--- config.mk ---
export PLATFORM = sky130hd
export DESIGN_NAME = i2c_slave_frame_assembler
export DESIGN_NICKNAME = d
export VERILOG_FILES = /design/src/rtl/i2c_slave_frame_assembler.sv
export SDC_FILE = /design/constraint.sdc
export NUM_CORES = 1
export LEC_CHECK = 0
export ABC_AREA = 1
export BUFFER_PORTS_ARGS = -buffer_cell sky130_fd_sc_hd__buf_2
export CAP_MARGIN = 20
export CORE_ASPECT_RATIO = 2
export CORE_UTILIZATION = 42
export CTS_BUF_LIST = sky130_fd_sc_hd__clkbuf_4 sky130_fd_sc_hd__clkbuf_8 sky130_fd_sc_hd__clkbuf_16
export DETAILED_ROUTE_END_ITERATION = 16
export PLACE_DENSITY = 0.68
export SYNTH_ARGS = -nofsm -noshare
export SYNTH_HDL_FRONTEND = slang
export SYNTH_SLANG_ARGS = --single-unit
--- constraint.sdc ---
create_clock -name clk -period 9.4 [get_ports clk]
set_input_delay 1.41 -clock clk [delete_from_list [all_inputs] [get_ports clk]]
set_output_delay 1.41 -clock clk [all_outputs]
set_load 0.03 [all_outputs]
--- src/rtl/i2c_slave_frame_assembler.sv ---
// i2c_slave_frame_assembler
// Collects op word, operand A and operand B from the I2C slave controller,
// builds one frame (folding add/sub into operand A) and hands it to the
// compute/display logic over a valid/ready handshake. Bad op words,
// inter-word timeouts and overruns are reported as a one-cycle error pulse
// with a sticky cause code.
module i2c_slave_frame_assembler #(
   parameter int WORD_W      = 32,
   parameter int OP_W        = 2,
   parameter int TIMEOUT_CYC = 200000
) (
   input  logic              clk,
   input  logic              reset,
   input  logic              word_valid,
   input  logic [WORD_W-1:0] word_data,
   input  logic              frame_ready,
   output logic              frame_valid,
   output logic [OP_W-1:0]   frame_op,
   output logic [WORD_W-1:0] frame_a,
   output logic [WORD_W-1:0] frame_b,
   output logic              frame_err,
   output logic [1:0]        err_code,
   output logic              busy,
   output logic [1:0]        state_out
);

   localparam int TMR_W = (TIMEOUT_CYC > 2) ? $clog2(TIMEOUT_CYC) : 1;
   localparam logic [TMR_W-1:0] TMR_LAST = TMR_W'(TIMEOUT_CYC - 1);

   localparam logic [1:0] ERR_BAD_OP  = 2'b01;
   localparam logic [1:0] ERR_TIMEOUT = 2'b10;
   localparam logic [1:0] ERR_OVERRUN = 2'b11;

   typedef enum logic [1:0] {
      IDLE  = 2'd0,
      GET_A = 2'd1,
      GET_B = 2'd2,
      HOLD  = 2'd3
   } state_t;

   state_t            state_q, state_d;
   logic [OP_W-1:0]   op_q, op_d;
   logic [WORD_W-1:0] a_q, a_d;
   logic [WORD_W-1:0] b_q, b_d;
   logic [TMR_W-1:0]  timer_q, timer_d;
   logic              frame_valid_q, frame_valid_d;
   logic [OP_W-1:0]   frame_op_q, frame_op_d;
   logic [WORD_W-1:0] frame_a_q, frame_a_d;
   logic [WORD_W-1:0] frame_b_q, frame_b_d;
   logic              frame_err_q, frame_err_d;
   logic [1:0]        err_code_q, err_code_d;

   logic              op_word_bad;
   logic              op_is_arith;
   logic [WORD_W-1:0] result_a;
   logic [WORD_W-1:0] result_b;

   // Decode the op word and form the outgoing operands from the word now arriving as B
   always_comb begin
      op_word_bad = (word_data[WORD_W-1:OP_W] != '0);
      op_is_arith = (op_q == OP_W'(0)) || (op_q == OP_W'(1));
      result_a    = a_q;
      result_b    = word_data;
      if (op_q == OP_W'(0)) begin
         result_a = a_q + word_data;
      end else if (op_q == OP_W'(1)) begin
         result_a = a_q - word_data;
      end
      if (op_is_arith) begin
         result_b = '0;
      end
   end

   // Next-state logic: word sequencing, inter-word timer, handshake and error reporting
   always_comb begin
      state_d       = state_q;
      op_d          = op_q;
      a_d           = a_q;
      b_d           = b_q;
      timer_d       = timer_q;
      frame_valid_d = frame_valid_q;
      frame_op_d    = frame_op_q;
      frame_a_d     = frame_a_q;
      frame_b_d     = frame_b_q;
      frame_err_d   = 1'b0;
      err_code_d    = err_code_q;

      unique case (state_q)
         IDLE: begin
            timer_d = '0;
            if (word_valid) begin
               if (op_word_bad) begin
                  frame_err_d = 1'b1;
                  err_code_d  = ERR_BAD_OP;
               end else begin
                  op_d    = word_data[OP_W-1:0];
                  state_d = GET_A;
               end
            end
         end
         GET_A: begin
            if (word_valid) begin
               a_d     = word_data;
               timer_d = '0;
               state_d = GET_B;
            end else if (timer_q == TMR_LAST) begin
               frame_err_d = 1'b1;
               err_code_d  = ERR_TIMEOUT;
               op_d        = '0;
               timer_d     = '0;
               state_d     = IDLE;
            end else begin
               timer_d = timer_q + 1'b1;
            end
         end
         GET_B: begin
            if (word_valid) begin
               b_d           = word_data;
               frame_valid_d = 1'b1;
               frame_op_d    = op_q;
               frame_a_d     = result_a;
               frame_b_d     = result_b;
               timer_d       = '0;
               state_d       = HOLD;
            end else if (timer_q == TMR_LAST) begin
               frame_err_d = 1'b1;
               err_code_d  = ERR_TIMEOUT;
               op_d        = '0;
               a_d         = '0;
               timer_d     = '0;
               state_d     = IDLE;
            end else begin
               timer_d = timer_q + 1'b1;
            end
         end
         HOLD: begin
            if (word_valid) begin
               frame_err_d = 1'b1;
               err_code_d  = ERR_OVERRUN;
            end
            if (frame_valid_q && frame_ready) begin
               frame_valid_d = 1'b0;
               state_d       = IDLE;
            end
         end
         default: state_d = IDLE;
      endcase
   end

   // State and datapath registers, all cleared by the asynchronous reset
   always_ff @(posedge clk or posedge reset) begin
      if (reset) begin
         state_q       <= IDLE;
         op_q          <= '0;
         a_q           <= '0;
         b_q           <= '0;
         timer_q       <= '0;
         frame_valid_q <= 1'b0;
         frame_op_q    <= '0;
         frame_a_q     <= '0;
         frame_b_q     <= '0;
         frame_err_q   <= 1'b0;
         err_code_q    <= '0;
      end else begin
         state_q       <= state_d;
         op_q          <= op_d;
         a_q           <= a_d;
         b_q           <= b_d;
         timer_q       <= timer_d;
         frame_valid_q <= frame_valid_d;
         frame_op_q    <= frame_op_d;
         frame_a_q     <= frame_a_d;
         frame_b_q     <= frame_b_d;
         frame_err_q   <= frame_err_d;
         err_code_q    <= err_code_d;
      end
   end

   // Outputs come straight from registers
   always_comb begin
      frame_valid = frame_valid_q;
      frame_op    = frame_op_q;
      frame_a     = frame_a_q;
      frame_b     = frame_b_q;
      frame_err   = frame_err_q;
      err_code    = err_code_q;
      busy        = (state_q != IDLE);
      state_out   = state_q;
   end

endmodule

==> summary.txt <==
Critical path
  – Worst Setup Start Kind: flip-flop
  – Critical Path End Type: flip-flop
  – CP max FO: 67
  – Critical Path AT: 3.83 ns
  – Worst Path Required: 9.76 ns
  – CP Class: flip-flop to flip-flop

Clock network
  – Worst-Skew Late Latency: 0.46 ns
  – CTS H-tree depth: 4
  – Post_cts resized: 0
  – CTS tree: built
  – # Post-CTS Setup Buffers: 0
  – CTS Buffer Depth: 2
  – Total CTS buffers: 17
  – Clock Tree Root: clkbuf_16
  – Clock transition at path regs: 0.06 ns
  – Post-CTS Hold Fix Bufs: 0
  – Clock Sinks: 124

Power and ir drop
  – Max VDD drop: 0.0002105 V
  – Total power: 0.004315 W
  – Sw Share: 53.96%
  – P_leak: 6.911 nW
  – Clock network power share: 17.9%
  – Int Power: 0.001987 W
  – Flop pwr share: 21.7%
  – Sw Pwr: 0.002329 W
  – Pwr/cell area: 353.3 nW/um^2
  – Logic pwr share: 60.5%

Synth
  – Synth top area cells: dfrtp_1, nand2_1, inv_1, ha_1, nor2_1
  – Syn nets: 1,838
  – Cell count after synthesis: 1,731
  – Top FF cell, synth: dfrtp_1
  – Number of synthesized flops with an enable pin: 0
  – Mean post-synth cell area: 6.252 sq um
  – Syn. warnings: 0
  – #FFs+latches synth: 124
  – Cell area after synthesis: 10,820 sq um
  – Share of the yosys chip area belonging to registers: 28.67%
  – Area leader, netlist: dfrtp_1
  – Async S/R FF share, synth: 100.0%
  – Yosys cell types: 53
  – Top cell type's share of synthesized area: 28.67%

Placed design
  – Gp weighted congestion: 0.9964
  – PortBufs: 108
  – DP HPWL: 32.21 mm

GRT
  – Vias in the first global route: 11,380
  – Total congestion overflow: 0
  – First-pass GRT wire length: 62.98 mm
  – Number of antenna violations at the first check in global routing: 0
  – Largest net degree at the start of global routing: 71
  – Gr usage total: 32.73%

Detailed routing
  – DRC: 0
  – Antenna Nets Post-Route: 0
  – DR WL/cell: 19.16 microns
  – Router iterations before antenna repair: 5
  – Total number of vias: 11,300
  – Initial DRC count: 812
  – Vias per inst: 5.237
  – Final WL: 41.33 mm

STA
  – Worst-Margin Slew: 0.9618 ns
  – Final worst path period need: 3.471 ns
  – Fin. Hold Viols: 0
  – Clock Skew: 0.01475 ns
  – Tcrit/Tclk final: 36.93%
  – Fmax: 288.1 MHz
  – Max Slew Vio Count: 0
  – Setup TNS: 0 ns
  – Slew margin rel.: 35.88%
  – RSZ-0062 raised after global routing: false
  – WHS: 0.4757 ns
  – Final Setup Violations: 0

Finish
  – Synth-to-Final Area Change: 12.87%
  – Share of cells above drive strength 1: 10.87%
  – Final core utilization: 48.60%
  – Fin nets: 1,915
  – # diodes: 0

Floorplanning
  – Initial Util: 43.06%
  – Rows: 82
  – Core area: 25,140 sq um
  – Chip width: 115.5 microns
  – # IOs: 109
  – Die span in y: 229.0 microns
  – Die area: 26,450 sq um

Job
  – Max_cap viols: 0

Status
  – Status: complete, no violations

Worst hold path
  – Hold Crit Class: flip-flop to flip-flop
[placed cells by master, fill, tap and decap left out, drive strengths merged, types with 12 or more instances in the layout]
| cell type | instances |
|---|---|
| inv | 323 |
| nand2 | 557 |
| o31ai | 23 |
| nor2 | 185 |
| buf | 115 |
| xor2 | 12 |
| a21oi | 93 |
| nor3 | 16 |
| dfrtp | 124 |
| ha | 69 |
| o21ai | 101 |
| nand4 | 12 |
| clkbuf | 22 |
| nand3 | 107 |
[logic make-up after synthesis]
| family | Yosys count | synth area share [%] |
|---|---|---|
| AO/OA/AOI/OAI | 246 | 13.34 |
| buffers and inverters | 381 | 14.02 |
| flip-flops | 124 | 28.67 |
| adder cells (fa/ha/maj) | 71 | 8.347 |
| XOR/XNOR | 14 | 1.133 |
| AND/OR/NAND/NOR | 895 | 34.49 |
[synthesized netlist by cell type, types with 4 or more instances]
library cell and n:
nand2_1 553, o31ai_2 17, nor2_2 5, dfrtp_1 124
nand4_1 12, o31ai_1 6, nor4_1 6, nor2_1 176
inv_1 320, clkbuf_2 4, nand3_1 104, o21bai_1 8
nor3_1 12, ha_1 69, o21ai_0 98, clkbuf_1 19
nor3_2 4, o22ai_1 7, xor2_1 12, a21oi_1 92
buf_2 26
[worst max-delay path, stage by stage (launching register included)]
cell     delay (ns)
dfrtp_1        0.43
inv_1          0.16
ha_1           0.16
buf_4          0.48
nand2_2        0.07
buf_4          0.40
inv_1          0.13
buf_4          0.42
nand2_1        0.46
buf_4          0.37
o21ai_0        0.21
[final timing paths]
path / start / to / slack, ns / cells after the start
min reg2reg: err_code[1] / err_code[1] / 0.48 / 2
max in group asynchronous: reset / frame_a[13] / 6.86 / 3
min: err_code[1] / err_code[1] / 0.48 / 2
min in group asynchronous: reset / state_out[0] / 1.18 / 2
max: state_out[0] / frame_b[10] / 5.93 / 10
max reg2reg: state_out[0] / frame_b[10] / 5.93 / 10
[power by group through the flow]
stage	Combinational [W]	Sequential (W)	Clock [W]
after CTS	0.00259	0.000934	0.000781
final	0.00261	0.000935	0.000771
after global routing	0.00287	0.000963	0.000798
after detailed placement	0.00259	0.000938	0
after global placement	0.00257	0.000939	0
after floorplan	0.00153	0.00120	0
[metal layers]
metal	track usage, %	part of all wire [%]	vias to the layer above
met5	0	0	-
met4	25.20	7.6	0
met3	3.837	4.2	143
met2	57.45	51	378
met1	34.79	37	5250
li1	-	-	5525
[final cells by class]
class,instances,area (sq um)
Sequential cell,124,3103
Tap cell,336,420.4
Multi-Input combinational cell,1226,6207
Inverter,324,1224
Fill cell,2668,12920
Clock buffer,22,481.7
Timing Repair Buffer,115,593.1
Clock inverter,10,186.4
[registers in the layout, summed over array words and instances, names as in the netlist]
name,cells
a_q,32
err_code,2
frame_a,32
frame_b,32
frame_err,1
frame_op,2
frame_valid,1
op_q,2
state_out,2
timer_q,18
[through the flow]
step	cells	cell area [sq um]	setup slack, ns
6_report	2157	12220	5.929
5_1_grt	2157	12220	5.751
4_1_cts	2157	12220	5.943
3_5_place_dp	2125	11550	5.499
3_3_place_gp	2125	11550	5.563
2_1_floorplan	1731	10820	4.691
Power figures use the tool's default switching activity.
